`config.mk`:
```
export PLATFORM = sky130hd
export DESIGN_NAME = mem_arbiter
export DESIGN_NICKNAME = d
export VERILOG_FILES = /design/src/rtl/mem_arbiter_pkg.sv /design/src/rtl/mem_arbiter_rr.sv /design/src/rtl/mem_arbiter.sv
export SDC_FILE = /design/constraint.sdc
export NUM_CORES = 1
export LEC_CHECK = 0
export ABC_AREA = 1
export CORE_MARGIN = 4
export CORE_UTILIZATION = 43
export CTS_BUF_LIST = sky130_fd_sc_hd__clkbuf_2 sky130_fd_sc_hd__clkbuf_4 sky130_fd_sc_hd__clkbuf_8
export CTS_CLUSTER_DIAMETER = 60
export DETAILED_ROUTE_END_ITERATION = 10
export GPL_TIMING_DRIVEN = 0
export PLACE_DENSITY = 0.83
export SYNTH_ARGS = -nofsm -noshare
export SYNTH_HDL_FRONTEND = slang
export SYNTH_HIERARCHICAL = 1
export SYNTH_SLANG_ARGS = --single-unit
```
`constraint.sdc`:
```
create_clock -name clk -period 5.2 [get_ports clk]
set_clock_uncertainty 0.15 [all_clocks]
set_input_delay 0.52 -clock clk [delete_from_list [all_inputs] [get_ports clk]]
set_output_delay 0.52 -clock clk [all_outputs]
set_load 0.005 [all_outputs]
```
`src/rtl/mem_arbiter_pkg.sv`:
```
// rtl/mem_arbiter_pkg.sv - shared types and constants for the two-port memory arbiter
// Purpose: FSM state encoding, port index constants, watchdog defaults.
// Ports: none (package).
package mem_arbiter_pkg;

  typedef enum logic [1:0] {
    IDLE = 2'd0,
    BUSY = 2'd1,
    DONE = 2'd2
  } state_e;

  localparam logic PORT0 = 1'b0;
  localparam logic PORT1 = 1'b1;

  localparam int TIMEOUT_DEFAULT = 16;
  localparam int WDOG_W          = 5;

endpackage

```
`src/rtl/mem_arbiter_rr.sv`:
```
// rtl/mem_arbiter_rr.sv - combinational 2-way round-robin picker
// Purpose: choose which requesting port is granted, favouring the port named by ptr.
// Ports:
//   req[1:0]  - request level per port (bit n = port n)
//   ptr       - favoured port index
//   gnt_valid - at least one port is requesting
//   gnt_idx   - winning port index (meaningful only when gnt_valid)
module rr_arbiter2
  import mem_arbiter_pkg::*;
(
  input  logic [1:0] req,
  input  logic       ptr,
  output logic       gnt_valid,
  output logic       gnt_idx
);

  always_comb begin
    gnt_valid = |req;
    if (ptr == PORT0) begin
      gnt_idx = req[0] ? PORT0 : PORT1;
    end else begin
      gnt_idx = req[1] ? PORT1 : PORT0;
    end
  end

endmodule

```
`src/rtl/mem_arbiter.sv`:
```
// rtl/mem_arbiter.sv - two-port round-robin arbiter in front of one SRAM controller
// Purpose: serialise read/write requests from two ports onto one controller,
//          with a watchdog that aborts a transaction the controller never finishes.
// Ports:
//   clk, rst                      - clock, asynchronous active-high reset
//   p{0,1}_r_en / p{0,1}_w_en     - per-port read / write request levels
//   p{0,1}_addr / p{0,1}_wdata    - per-port byte address / store data
//   p{0,1}_done                   - one-cycle completion pulse per port
//   p{0,1}_rdata                  - last read word completed for that port
//   mem_r_en / mem_w_en           - request to the controller (BUSY only)
//   mem_addr / mem_wdata          - address / store data to the controller
//   mem_rdata, mem_ready          - read word and ready from the controller
//   timeout_err                   - sticky watchdog flag
module mem_arbiter
  import mem_arbiter_pkg::*;
#(
  parameter int TIMEOUT = TIMEOUT_DEFAULT
) (
  input  logic        clk,
  input  logic        rst,
  input  logic        p0_r_en,
  input  logic        p0_w_en,
  input  logic [31:0] p0_addr,
  input  logic [31:0] p0_wdata,
  input  logic        p1_r_en,
  input  logic        p1_w_en,
  input  logic [31:0] p1_addr,
  input  logic [31:0] p1_wdata,
  output logic        p0_done,
  output logic        p1_done,
  output logic [31:0] p0_rdata,
  output logic [31:0] p1_rdata,
  output logic        mem_r_en,
  output logic        mem_w_en,
  output logic [31:0] mem_addr,
  output logic [31:0] mem_wdata,
  input  logic [31:0] mem_rdata,
  input  logic        mem_ready,
  output logic        timeout_err
);

  localparam logic [WDOG_W-1:0] WDOG_LIMIT = WDOG_W'(TIMEOUT);

  state_e            state_q, state_d;
  logic              ptr_q, ptr_d;
  logic              gnt_q, gnt_d;
  logic              wr_q, wr_d;
  logic [31:0]       addr_q, addr_d;
  logic [31:0]       wdata_q, wdata_d;
  logic              seen_busy_q, seen_busy_d;
  logic [WDOG_W-1:0] wdog_q, wdog_d;
  logic              timeout_err_q, timeout_err_d;
  logic [31:0]       p0_rdata_q, p0_rdata_d;
  logic [31:0]       p1_rdata_q, p1_rdata_d;

  logic [1:0] req;
  logic       arb_valid;
  logic       arb_idx;

  assign req = {p1_r_en | p1_w_en, p0_r_en | p0_w_en};

  rr_arbiter2 u_rr (
    .req       (req),
    .ptr       (ptr_q),
    .gnt_valid (arb_valid),
    .gnt_idx   (arb_idx)
  );

  always_comb begin
    state_d       = state_q;
    ptr_d         = ptr_q;
    gnt_d         = gnt_q;
    wr_d          = wr_q;
    addr_d        = addr_q;
    wdata_d       = wdata_q;
    seen_busy_d   = seen_busy_q;
    wdog_d        = wdog_q;
    timeout_err_d = timeout_err_q;
    p0_rdata_d    = p0_rdata_q;
    p1_rdata_d    = p1_rdata_q;
    mem_r_en      = 1'b0;
    mem_w_en      = 1'b0;
    mem_addr      = '0;
    mem_wdata     = '0;
    p0_done       = 1'b0;
    p1_done       = 1'b0;

    case (state_q)
      IDLE: begin
        if (arb_valid) begin
          state_d     = BUSY;
          gnt_d       = arb_idx;
          // A port raising both r_en and w_en is treated as a write.
          wr_d        = (arb_idx == PORT1) ? p1_w_en : p0_w_en;
          addr_d      = (arb_idx == PORT1) ? p1_addr : p0_addr;
          wdata_d     = (arb_idx == PORT1) ? p1_wdata : p0_wdata;
          seen_busy_d = 1'b0;
          wdog_d      = '0;
        end
      end

      BUSY: begin
        mem_w_en  = wr_q;
        mem_r_en  = ~wr_q;
        mem_addr  = addr_q;
        mem_wdata = wdata_q;
        wdog_d    = wdog_q + 1'b1;
        if (!mem_ready) begin
          seen_busy_d = 1'b1;
        end
        // The controller reports ready while idle; only a ready that follows
        // a not-ready cycle marks the end of our transaction.
        if (mem_ready && seen_busy_q) begin
          state_d = DONE;
          if (!wr_q) begin
            if (gnt_q == PORT0) begin
              p0_rdata_d = mem_rdata;
            end else begin
              p1_rdata_d = mem_rdata;
            end
          end
        end else if (wdog_d == WDOG_LIMIT) begin
          timeout_err_d = 1'b1;
          state_d       = DONE;
        end
      end

      DONE: begin
        p0_done = (gnt_q == PORT0);
        p1_done = (gnt_q == PORT1);
        ptr_d   = ~gnt_q;
        state_d = IDLE;
      end

      default: begin
        state_d = IDLE;
      end
    endcase
  end

  always_ff @(posedge clk or posedge rst) begin
    if (rst) begin
      state_q       <= IDLE;
      ptr_q         <= PORT0;
      gnt_q         <= PORT0;
      wr_q          <= 1'b0;
      addr_q        <= '0;
      wdata_q       <= '0;
      seen_busy_q   <= 1'b0;
      wdog_q        <= '0;
      timeout_err_q <= 1'b0;
      p0_rdata_q    <= '0;
      p1_rdata_q    <= '0;
    end else begin
      state_q       <= state_d;
      ptr_q         <= ptr_d;
      gnt_q         <= gnt_d;
      wr_q          <= wr_d;
      addr_q        <= addr_d;
      wdata_q       <= wdata_d;
      seen_busy_q   <= seen_busy_d;
      wdog_q        <= wdog_d;
      timeout_err_q <= timeout_err_d;
      p0_rdata_q    <= p0_rdata_d;
      p1_rdata_q    <= p1_rdata_d;
    end
  end

  assign p0_rdata    = p0_rdata_q;
  assign p1_rdata    = p1_rdata_q;
  assign timeout_err = timeout_err_q;

endmodule

```
### Yosys cells after proc, flatten, opt, wreduce, memory -nomap -nowiden

Index checks and enable logic that the tools add are counted.

| storage, ports and cells | value |
|---|---|
| register bits after elaboration | 140 |
| bits of input ports | 167 |

| cells by class | value |
|---|---|
| mux-type cells | 21 |
| $add $sub $neg | 1 |
| reductions and logical operators | 11 |
| eq/ne operators | 6 |
| bitwise logic cells | 5 |

Operators by type and width:

| cell | number |
|---|---|
| 32-bit two-way mux | 4 |
| 1-bit two-way mux | 10 |
| 5-bit case mux with 2 select lines | 1 |
| 4-bit AND reduction | 2 |
| 2-bit two-way mux | 3 |
| 2-bit AND reduction | 3 |
| 3-bit AND reduction | 2 |
| 5-bit by 1-bit adder with 5-bit output (second input constant) | 1 |
| 5-bit equality test (second input constant) | 1 |
| 5-bit two-way mux | 1 |
| 2-bit inequality test (second input constant) | 2 |
| 2-bit case mux with 2 select lines | 1 |
| 3-bit inequality test (second input constant) | 1 |
| 1-bit NOT | 3 |
| 2-bit by 1-bit equality test with 1-bit output (second input constant) | 1 |
| 2-bit equality test (second input constant) | 1 |
| 2-bit logical NOT | 1 |
| 1-bit OR | 2 |
| 1-bit case mux with 2 select lines | 1 |
| 2-bit nonzero test | 1 |
| 2-bit OR reduction | 1 |
| 1-bit logical AND | 1 |

### Depth between registers and ports, before layout

Gate-level depths: netlist (run 1).

| depth | value |
|---|---|
| depth after elaboration | 5 |
| depth in mapped cells | 8 |
| mapped depth without buffers | 7 |

### Hierarchy

The synthesis (run 1) kept the hierarchy.

By module, submodules not included:

| module | area an instance (um^2) | seq. area each (um^2) | times used | cells an instance |
|---|---|---|---|---|
| mem_arbiter | 6513.7 | 3503.4 | 1 | 794 |
| rr_arbiter2 | 15.0 | 0.0 | 1 | 3 |

### Worst setup path before layout (run 1)

No wires, ideal clock.

| timing path | value |
|---|---|
| path type | input to register |
| start | in p0_w_en |
| end | reg addr_q[0] |
| data arrival time | 1.805 ns |
| slack | 3.163 ns |
| cell stages on the path | 6 |
| required time | 4.968 ns |
| cells stage by stage | or2_2 -> o21ai_0 -> buf_2 -> clkbuf_1 -> nand2_1 -> a31oi_1 |

| on the way | value |
|---|---|
| cells in the longest elaborated chain, start to end | 4 |
| elaborated cells between the ends (all ways) | 6 |
| classes of those cells | mux: 3; bitwise: 1; reduce/logical: 2 |

RTL lines:

| item | line | text |
|---|---|---|
| start: declaration | mem_arbiter.sv:22 | `input logic p0_w_en,` |
| 1-bit OR | mem_arbiter.sv:60 | `assign req = {p1_r_en \| p1_w_en, p0_r_en \| p0_w_en};` |
| 1-bit two-way mux | mem_arbiter_rr.sv:20 | `gnt_idx = req[0] ? PORT0 : PORT1;` |
| 1-bit two-way mux | mem_arbiter_rr.sv:19 | `if (ptr == PORT0) begin` |
| named net arb_idx | mem_arbiter.sv:58 | `logic arb_idx;` |
| 32-bit two-way mux | mem_arbiter.sv:95 | `addr_d = (arb_idx == PORT1) ? p1_addr : p0_addr;` |
| end signal: assignment | mem_arbiter.sv:159 | `addr_q <= addr_d;` |
| end: declaration | mem_arbiter.sv:48 | `logic [31:0] addr_q, addr_d;` |

The timed path passes the listed nets, and every way through them passes these cells.
A chain may end at the register's enable or synchronous reset.

### Worst setup path after layout (run 1)

| timing path | value |
|---|---|
| start | reg state_q[0] |
| end | out mem_addr[17] |

| on the way | value |
|---|---|
| cells in the longest elaborated chain, start to end | 2 |

RTL lines:

| item | line | text |
|---|---|---|
| start: declaration | mem_arbiter.sv:44 | `state_e state_q, state_d;` |
| start signal: assignment | mem_arbiter.sv:155 | `state_q <= state_d;` |
| 2-bit by 1-bit equality test with 1-bit output | mem_arbiter.sv:88 | `case (state_q)` |
| 32-bit two-way mux | mem_arbiter.sv:88 |  |
| end: declaration | mem_arbiter.sv:35 | `output logic [31:0] mem_addr,` |

Every way passes these cells.

==> results of run 1 <==
worst register-to-register path: stages (launching register included):
cell	delay [ns]
dfrtp_1	0.41
o21ai_0	0.35
buf_2	0.32
clkbuf_1	0.39
nand2_1	0.10
a31oi_1	0.20
final timing paths:
check / startpoint / endpoint / slack, ns
setup / recovery: state_q[0] / mem_addr[17] / 2.12
min in group asynchronous: rst / p0_rdata[21] / 0.38
hold / removal: timeout_err / timeout_err / 0.33
max in group asynchronous: rst / wdog_q[4] / 3.71
hold reg to reg: timeout_err / timeout_err / 0.33
setup reg to reg: ptr_q / wdata_q[10] / 3.19
routing by layer:
layer | vias up | wire (um) | track usage
li1 | 3130 | - | -
met1 | 3051 | 8245 | 0.2833
met2 | 293 | 11180 | 0.4551
met3 | 36 | 2140 | 0.09213
met4 | 0 | 497 | 0.09277
met5 | - | 0 | 0
final cells by class:
type	count	area, sq um	area share
diodes	1	2.502	0.0002469
plain buffers	48	287.8	0.02840
clock buffers	21	276.5	0.02728
clock inverters	8	71.32	0.007037
inverters	106	402.9	0.03975
multi-input cells	503	2340	0.2309
flip-flops and latches	140	3503	0.3457
well taps	184	230.2	0.02272
repair buffers	300	3020	0.2980
state kept, by name, summed over array words and instances, names as in the netlist:
name         count
wdata_q         32
addr_q          32
p1_rdata        32
seen_busy_q      1
gnt_q            1
wdog_q           5
ptr_q            1
timeout_err      1
state_q          2
p0_rdata        32
wr_q             1
power breakdown:
group          internal (mW)  switching (mW)  total, mW
combinational           1.53            1.45       2.98
sequential              1.58           0.287       1.87
clock                  0.402           0.399      0.801
total                   3.51            2.14       5.65
stage by stage:
stage / TNS, ns / utilization / cell area [sq um] / hold slack [ns] / instances
detailed placement: 0 / 0.6656 / 9784 / 0.3152 / 1281
global route: 0 / 0.6895 / 10130 / 0.3592 / 1311
CTS: 0 / 0.6893 / 10130 / 0.3318 / 1310
floorplan: 0 / - / 6529 / 0.3029 / 797
global placement: -173.14 / 0.6634 / 9752 / 0.3110 / 1280
finish: 0 / 0.6895 / 10130 / 0.3289 / 1311
cell families after synthesis:
| family | Yosys count |
|---|---|
| compound gates | 139 |
| buf+inv | 154 |
| simple gates | 363 |
| fa+ha+maj | 1 |
| flops | 140 |
cell usage in the layout, fill, tap and decap left out:
cell / count
buf_4: 1
o21ai_0: 6
buf_1: 10
inv_1: 104
dfrtp_1: 140
clkinvlp_4: 1
o31ai_1: 1
o22ai_1: 1
inv_6: 1
clkbuf_1: 14
nand2_2: 1
clkbuf_8: 19
buf_16: 1
buf_2: 11
or2_2: 3
o21bai_1: 1
clkinv_2: 5
o21ai_2: 25
clkdlybuf4s50_1: 299
diode_2: 1
or2_1: 1
nor2_8: 1
inv_2: 1
nand3_4: 2
clkinv_4: 1
o21ai_1: 39
a21oi_1: 1
ha_1: 1
nor2_1: 134
nand4_1: 2
nand3_1: 9
bufinv_16: 1
buf_6: 12
clkbuf_4: 2
nor2_4: 1
nand2_4: 1
a31oi_1: 65
nand2_1: 208
==> impl_results.md, run 1 <==
- Status: finished clean
- H-tree levels: 4
- Clock-pin slew on the worst setup and hold paths: 0.07 ns
- TritonRoute pass-1 iters: 5
- GR Util All Layers: 0.2560
- Xor/xnor cell area share of the yosys netlist: 0
- CP max FO: 10
- Mux contribution to synthesized area: 0
- Final Power: between 5 and 6 mW
- Die area: 17220 sq um
- Worst EP required: 4.53 ns
- CTS buffer count: 17
- Final ANT Viol Nets: 0
- Vias/cell: slightly below 5
- Maximum vdd drop: approximately 0.31 mV
- Synthesized cell area: 6529 sq um
- Area contributors post-synth: dfrtp_1 (54%), nand2_1 (12%), nor2_1 (7.7%)
- DRT iter0 DRCs: 297
- Vias in the first global route: about 6600
- #FFs+latches synth: 140
- Die Wd: 131.2 um
- Die Span Y: 131.2 um
- Cell type of the slowest stage on the worst timing path: clkdlybuf4s50_1
- Total Wirelength: between 20000 and 25000 um
- Top FF cell, synth: dfrtp_1
- FILL cells: 1195
- Cell count along the critical path: 5
- Post-placement setup slack: 2.332 ns
- Slew @ Worst Pin: 0.6051 ns
- Max_cap viols: 0
- Buf/Inv on CP: 3
- PortBufs: 299
- Final #Nets: roughly 1300
- Syn avg cell area: 8.192 sq um
- Share of cells above drive strength 1: 0.07993
- Slew HR: 0.5966
- CP Capture Type: primary output
- Post-DR wirelength/cell: 16.83 um
- Final HPWL DP: 17200 um
- Ys async rst share: 1.000
- Longest Clk Path Bufs: 2
- Post-Synth Adder-Cell Area: 0.001916
- First-pass GRT wire length: 34790 um
- Final Setup Violations: 0
- Net Count, Synth: between 900 and 1000
- Pin count of the biggest net entering global routing: 77
- Worst EP arrival: 2.41 ns
- Top-count cell post-synth: nand2_1
- Number of synthesized flops with an enable pin: 0
- Worst skew pair latency: 0.44 ns
- Resize count post-CTS: 0
- Cell Rows: 44
- Total grt overflow: 0
- Family with the most delay on the worst path: buffers and inverters
- Min Tclk post-route: 3.083 ns
- Largest family of logic cells by synthesized area: simple AND/OR/NAND/NOR gates
- Area of the core: 14700 sq um
- Final Wtd Congestion: 0.9121
- Setup ws final: about 2.1 ns
- I/O Pins: 300
- CTS Hold Bufs: 0
- Post-synth top area cell: dfrtp_1
- Leakage Power: 4.795 nW
- CTS Sinks: 140
- Slew Viols, Final: 0
- Initial antenna violation count: 1
- Final period util: 0.5929
- Seq/Total Area, Yosys: 0.5366
- Vias: 6510
- Yosys cell types: 28
- Compound-Gate Fraction of Synth Area: 0.1343
- Post-CTS setup repair buffer count: 0
- Final number of hold-violating endpoints: 0
- Highest clock rate: 324.3 MHz
- Synth top cells by count: nand2_1 (208), dfrtp_1 (140), nor2_1 (134), inv_1 (105), a31oi_1 (65)
- DRC: 0
- CTS Root Cell: clkbuf_8
- Area Overhead vs Synth: 55.23%
- R2R depth: 5
- CTS tree: yes
- Initial Util: 0.4442
- Max incr delay on CP: roughly 0.55 ns
- Simple-gate share of the synthesized area: 0.2221
- Setup CP Type: reg -> out
- CP startpoint kind: register
- Hold path cells: 1
- Power Density: between 500 and 600 nW/um^2
- Class of the worst hold path: reg -> reg
- Area fraction of the dominant cell type after synthesis: 0.5366
- RSZ-0062 raised after global routing: false
- Syn Inst Count: 797
- YS warnings: 6
- Worst path cell trace: nand2_4, buf_2, buf_1, nor2_1, clkdlybuf4s50_1
Power figures use the tool's default switching activity.
==> run 2, diff against run 1 <==
Clock period 5.2 ns to 3.1 ns, I/O delays scaled along.
==> run 2 against run 1 <==
  * Die area stayed put
  * Clock power is 110% higher
  * Utilization is 0.99 points higher
  * Sequential share of layout area is 0.49 points lower
  * Critical path type unchanged
  * Largest cell class unchanged
  * Largest power group unchanged
==> impl_results.md, run 2 (same netlist as run 1, synthesis figures left out) <==
- Most common cell after layout, fill and taps aside: clkdlybuf4s50_1 (unchanged)
- Post-route setup TNS: 0 ns (unchanged)
- WL met2: 11320 um (was 11180 um)
- RSZ-0062 raised after global routing: false (unchanged)
- Vias: 6596 (was 6510)
- FILL cells: 1174 (was 1195)
- Area of the multi-input gates: 2340 sq um (unchanged)
- Worst EP required: 2.64 ns (was 4.53 ns)
- PortBufs: 299 (unchanged)
- Combinational share of power: 0.509 (was 0.527)
- Worst path cell trace: nand2_4, buf_2, buf_1, nor2_1, clkdlybuf4s50_1 (unchanged)
- Leakage Power: 4.855 nW (was 4.795 nW)
- Part of the power in registers: 0.317 (was 0.331)
- Worst skew pair latency: 0.44 ns (about the same)
- CP Capture Type: primary output (unchanged)
- H-tree levels: 4 (unchanged)
- Top Layer Used: met4 (unchanged)
- TritonRoute pass-1 iters: 6 (was 5)
- CTS Sinks: 140 (unchanged)
- Max_cap viols: 0 (unchanged)
- DRC: 0 (unchanged)
- Setup ws final: 0.1761 ns (was 2.117 ns)
- Slew HR: 0.4129 (was 0.5966)
- CTS buffer count: 17 (unchanged)
- Register area: 3503 sq um (unchanged)
- Highest clock rate: 342.0 MHz
- CTS Hold Bufs: 0 (unchanged)
- Final HPWL DP: 17510 um (was 17200 um)
- Most frequent cells in the layout: clkdlybuf4s50_1 (299), nand2_1 (208), dfrtp_1 (140) (unchanged)
- Cell Rows: 44 (unchanged)
- Slew @ Worst Pin: 0.8787 ns (was 0.6051 ns)
- Post-CTS setup repair buffer count: 0 (unchanged)
- Core Util, Final: 0.6994 (was 0.6895)
- Class of the worst hold path: in -> async (was reg -> reg)
- Initial antenna violation count: 2 (was 1)
- Setup CP Type: reg -> out (unchanged)
- Vias in the first global route: 6554 (was 6642)
- Die area: 17220 sq um (unchanged)
- Max incr delay on CP: 0.52 ns (was 0.55 ns)
- Reg2reg start: ptr_q (unchanged)
- Worst EP arrival: 2.46 ns (was 2.41 ns)
- WL met3: 2232 um (was 2140 um)
- Die Wd: 131.2 um (unchanged)
- Total grt overflow: 0 (unchanged)
- R2R depth: 5 (unchanged)
- Longest Clk Path Bufs: 2 (unchanged)
- Maximum vdd drop: 0.5433 mV (was 0.3080 mV)
- Die Span Y: 131.2 um (unchanged)
- Clock share of power: 0.174 (was 0.142)
- CP startpoint kind: register (unchanged)
- Initial Util: 0.4442 (unchanged)
- Final ANT Viol Nets: 0 (unchanged)
- I/O Pins: 300 (unchanged)
- Area Overhead vs Synth: 57.46% (was 55.23%)
- CP max FO: 10 (unchanged)
- Buf/Inv on CP: 3 (unchanged)
- Post-DR wirelength/cell: 17.07 um (was 16.83 um)
- Hold Slack: 0.2355 ns (was 0.3289 ns)
- DRT iter0 DRCs: 277 (was 297)
- R2r setup slk: 1.00 ns (was 3.19 ns)
- Status: finished clean (unchanged)
- CTS Root Cell: clkbuf_8 (unchanged)
- Min Tclk post-route: 2.924 ns
- Vias/cell: 5.012 (was 4.966)
- Area of the core: 14700 sq um (unchanged)
- RR Endpoint: wdata_q[17] (was wdata_q[10])
- Resize count post-CTS: 0 (unchanged)
- Final Wtd Congestion: 0.8673 (was 0.9121)
- First-pass GRT wire length: 34810 um (was 34790 um)
- Clock-pin slew on the worst setup and hold paths: 0.08 ns (was 0.07 ns)
- Share of cells above drive strength 1: 0.08319 (was 0.07993)
- Total Wirelength: 22460 um (was 22060 um)
- Final number of hold-violating endpoints: 0 (unchanged)
- Wire length on met1: 8190 um (was 8245 um)
- Post-placement setup slack: 0.3845 ns (was 2.332 ns)
- GR Util All Layers: 0.2569 (was 0.2560)
- CTS tree: yes (unchanged)
- Internal: 6.220 mW (was 3.509 mW)
- Final #Nets: 1286 (was 1284)
- Final Setup Violations: 0 (unchanged)
- Pin count of the biggest net entering global routing: 43 (was 77)
- Cell type of the slowest stage on the worst timing path: clkdlybuf4s50_1 (unchanged)
- Family with the most delay on the worst path: buffers and inverters (unchanged)
- Power Density: 960.6 nW/um^2 (was 557.2 nW/um^2)
- Slew Viols, Final: 0 (unchanged)
- Final period util: 0.9432
- Psw: 3.656 mW (was 2.138 mW)
- Switching share of power: 0.3702 (was 0.3786)
==> run 2: stage by stage <==
stage	cell area [sq um]	power [mW]	instances
2_1_floorplan	6533	5.394	797
3_3_place_gp	9756	8.030	1280
3_5_place_dp	9816	8.182	1283
4_1_cts	10270	9.926	1314
5_1_grt	10280	10.56	1316
6_report	10280	9.875	1316
==> run 2: power groups by stage <==
stage | Combinational (mW) | Sequential, mW | Clock [mW]
2_1_floorplan | 2.30 | 3.10 | 0
3_3_place_gp | 4.92 | 3.11 | 0
3_5_place_dp | 5.02 | 3.16 | 0
4_1_cts | 5.07 | 3.13 | 1.73
5_1_grt | 5.53 | 3.22 | 1.80
6_report | 5.03 | 3.13 | 1.72
==> run 2: worst max-delay path by stage <==
stage                          start  slack (ns)            end  cells past startpoint
final                     state_q[0]        0.18  mem_wdata[11]                      5
after global routing      state_q[0]        0.04   mem_addr[18]                      5
after CTS                 state_q[0]        0.13   mem_addr[18]                      5
after detailed placement     p0_w_en        0.38    wdata_q[21]                      7
after global placement           rst       -0.40      addr_q[8]                      2
after floorplan                  rst        0.89      addr_q[0]                      1
==> run 2: cell type report <==
| type | count | area share |
|---|---|---|
| Multi-Input combinational cell | 503 | 0.2276 |
| Buffer | 48 | 0.02799 |
| Sequential cell | 140 | 0.3408 |
| Tap cell | 184 | 0.02240 |
| Inverter | 106 | 0.03907 |
| Clock inverter | 11 | 0.01850 |
| Clock buffer | 20 | 0.02617 |
| Antenna cell | 2 | 0.0004869 |
| Timing Repair Buffer | 302 | 0.2970 |
==> run 2: routing by layer <==
layer	vias to the layer above	global-route usage
met3	51	0.09251
met5	-	0
met2	294	0.4516
li1	3139	-
met4	0	0.1079
met1	3112	0.2823
==> run 3, diff against run 2 <==
==> constraint.sdc (replaced) <==
create_clock -name clk -period 3.1 [get_ports clk]
set_clock_uncertainty 0.15 [all_clocks]
set_input_delay 0.62 -clock clk [delete_from_list [all_inputs] [get_ports clk]]
set_output_delay 0.62 -clock clk [all_outputs]
set_load 0.005 [all_outputs]
==> run 3 against run 2 <==
  * Final area about the same
  * Worst hold slack better by 0.092 ns
  * Power about the same
  * First-iteration DRC count increased by 0.36%
  * Die area did not move
  * Global-route usage unchanged
  * Combinational power is essentially flat
  * Count of clock-buffer cells in the layout unchanged
  * Clock power barely moved
  * Wire length fell by 0.11%
==> impl_results.md, run 3 (same netlist as run 1, synthesis figures left out) <==
- Status: finished clean (unchanged)
- Final number of hold-violating endpoints: 0 (unchanged)
- Post-CTS setup repair buffer count: 0 (unchanged)
- Most frequent cells in the layout: clkdlybuf4s50_1 (299), nand2_1 (208), dfrtp_1 (139) (was clkdlybuf4s50_1 (299), nand2_1 (208), dfrtp_1 (140))
- TritonRoute pass-1 iters: 5 (was 6)
- Final ANT Viol Nets: 0 (unchanged)
- Slew Viols, Final: 0 (unchanged)
- Family with the most delay on the worst path: buffers and inverters (unchanged)
- Vias in the first global route: 6554 (unchanged)
- Die Wd: 131.2 um (unchanged)
- Final Wtd Congestion: 0.8673 (unchanged)
- CTS Sinks: 140 (unchanged)
- Area of the core: 14700 sq um (unchanged)
- Final #Nets: 1286 (unchanged)
- Leakage Power: 4.868 nW (was 4.855 nW)
- Crit path top cell by count: buf_2
- Total Wirelength: 22430 um (was 22460 um)
- CP startpoint kind: register (unchanged)
- Post-DR wirelength/cell: 17.05 um (was 17.07 um)
- Final HPWL DP: 17510 um (unchanged)
- GR Util All Layers: 0.2569 (unchanged)
- First-pass GRT wire length: 34810 um (unchanged)
- Area Overhead vs Synth: 57.57% (was 57.46%)
- Vias/cell: 5.002 (was 5.012)
- Initial antenna violation count: 2 (unchanged)
- I/O Pins: 300 (unchanged)
- Worst EP arrival: 2.21 ns (was 2.46 ns)
- Highest clock rate: 335.2 MHz (was 342.0 MHz)
- Max_cap viols: 0 (unchanged)
- Buf/Inv on CP: 4 (was 3)
- Slew @ Worst Pin: 0.8787 ns (unchanged)
- Total grt overflow: 0 (unchanged)
- Initial Util: 0.4442 (unchanged)
- Worst path cell trace: inv_2, nand2_4, buf_2, buf_2, nor2_1, clkdlybuf4s50_1 (was nand2_4, buf_2, buf_1, nor2_1, clkdlybuf4s50_1)
- CTS buffer count: 17 (unchanged)
- Slew HR: 0.4129 (unchanged)
- Most common cell after layout, fill and taps aside: clkdlybuf4s50_1 (unchanged)
- Setup CP Type: reg -> out (unchanged)
- Final Setup Violations: 0 (unchanged)
- Power Density: 960.7 nW/um^2 (was 960.6 nW/um^2)
- Pin count of the biggest net entering global routing: 43 (unchanged)
- Maximum vdd drop: 0.5439 mV (was 0.5433 mV)
- Longest Clk Path Bufs: 2 (unchanged)
- Register area: 3505 sq um (was 3503 sq um)
- DRT iter0 DRCs: 278 (was 277)
- CTS tree: yes (unchanged)
- RSZ-0062 raised after global routing: false (unchanged)
- CP Capture Type: primary output (unchanged)
- H-tree levels: 4 (unchanged)
- Die area: 17220 sq um (unchanged)
- Worst skew pair latency: 0.44 ns (about the same)
- Max incr delay on CP: 0.57 ns (was 0.52 ns)
- Hold Slack: 0.3273 ns (was 0.2355 ns)
- Worst EP required: 2.33 ns (was 2.64 ns)
- Class of the worst hold path: reg -> reg (was in -> async)
- Cell type of the slowest stage on the worst timing path: clkdlybuf4s50_1 (unchanged)
- CTS Hold Bufs: 0 (unchanged)
- Min Tclk post-route: 2.983 ns (was 2.924 ns)
- Post-placement setup slack: 0.07450 ns (was 0.3845 ns)
- Setup ws final: 0.1169 ns (was 0.1761 ns)
- DRC: 0 (unchanged)
- PortBufs: 299 (unchanged)
- Die Span Y: 131.2 um (unchanged)
- Cell Rows: 44 (unchanged)
- FILL cells: 1170 (was 1174)
- CP max FO: 10 (unchanged)
- Clock-pin slew on the worst setup and hold paths: 0.07 ns (was 0.08 ns)
- Area of the multi-input gates: 2340 sq um (unchanged)
- Vias: 6582 (was 6596)
- Final period util: 0.9623 (was 0.9432)
- Share of cells above drive strength 1: 0.08850 (was 0.08319)
- CTS Root Cell: clkbuf_8 (unchanged)
-- run 3: cell types whose count changed in the layout (fill, tap and decap cells not counted) --
cell     before  now
buf_1        10    5
dfrtp_1     140  139
dfrtp_2       0    1
buf_2        11   16
-- run 3: final timing paths --
kind	startpoint	to	slack (ns)	cells past startpoint
min in group asynchronous	rst	wdata_q[2]	0.55	2
max in group asynchronous	rst	addr_q[31]	1.38	4
setup reg to reg	ptr_q	wdata_q[21]	1.03	5
hold / removal	timeout_err	timeout_err	0.33	1
setup / recovery	state_q[1]	mem_wdata[11]	0.12	6
hold reg to reg	timeout_err	timeout_err	0.33	1
-- run 3: routing by layer --
layer	GRT usage	share of wire	vias to the layer above
li1	-	-	3139
met5	0	0	-
met4	0.1079	0.032	0
met2	0.4516	0.50	273
met1	0.2823	0.37	3122
met3	0.09251	0.096	48
-- run 3: final cells by class --
| class | instances | area share |
|---|---|---|
| antenna | 2 | 0.0004865 |
| buffer | 48 | 0.02858 |
| clock buffer | 20 | 0.02615 |
| clock inverter | 11 | 0.01849 |
| inverter | 106 | 0.03904 |
| multi-input combinational | 503 | 0.2274 |
| sequential | 140 | 0.3407 |
| tap | 184 | 0.02238 |
| timing repair buffer | 302 | 0.2968 |
-- run 3: worst register-to-register path, cell delays in order, from the launching register on --
cell and delay, ns:
dfrtp_1 0.41, o21ai_0 0.40, buf_2 0.33, clkbuf_1 0.41, nand2_1 0.13, a31oi_1 0.18
-- run 3: metrics by stage --
| step | power, mW | cells | area (sq um) | utilization | TNS [ns] |
|---|---|---|---|---|---|
| 6_report | 9.884 | 1316 | 10290 | 0.6999 | 0 |
| 5_1_grt | 10.57 | 1316 | 10290 | 0.6999 | 0 |
| 4_1_cts | 9.937 | 1314 | 10280 | 0.6994 | 0 |
| 3_5_place_dp | 8.182 | 1283 | 9816 | 0.6678 | 0 |
| 3_3_place_gp | 8.030 | 1280 | 9756 | 0.6637 | -98.68 |
| 2_1_floorplan | 5.394 | 797 | 6533 | - | 0 |
-- run 3: repair_timing --
action | CTS | global route
gates cloned | 0 | 0
endpoints found under the setup margin | 46 | 5
resized for setup | 5 | 1
-- run 3: report_power, final --
| group | internal (mW) | switching (mW) |
|---|---|---|
| Combinational | 2.58 | 2.46 |
| Clock | 1.01 | 0.713 |
| Sequential | 2.65 | 0.478 |
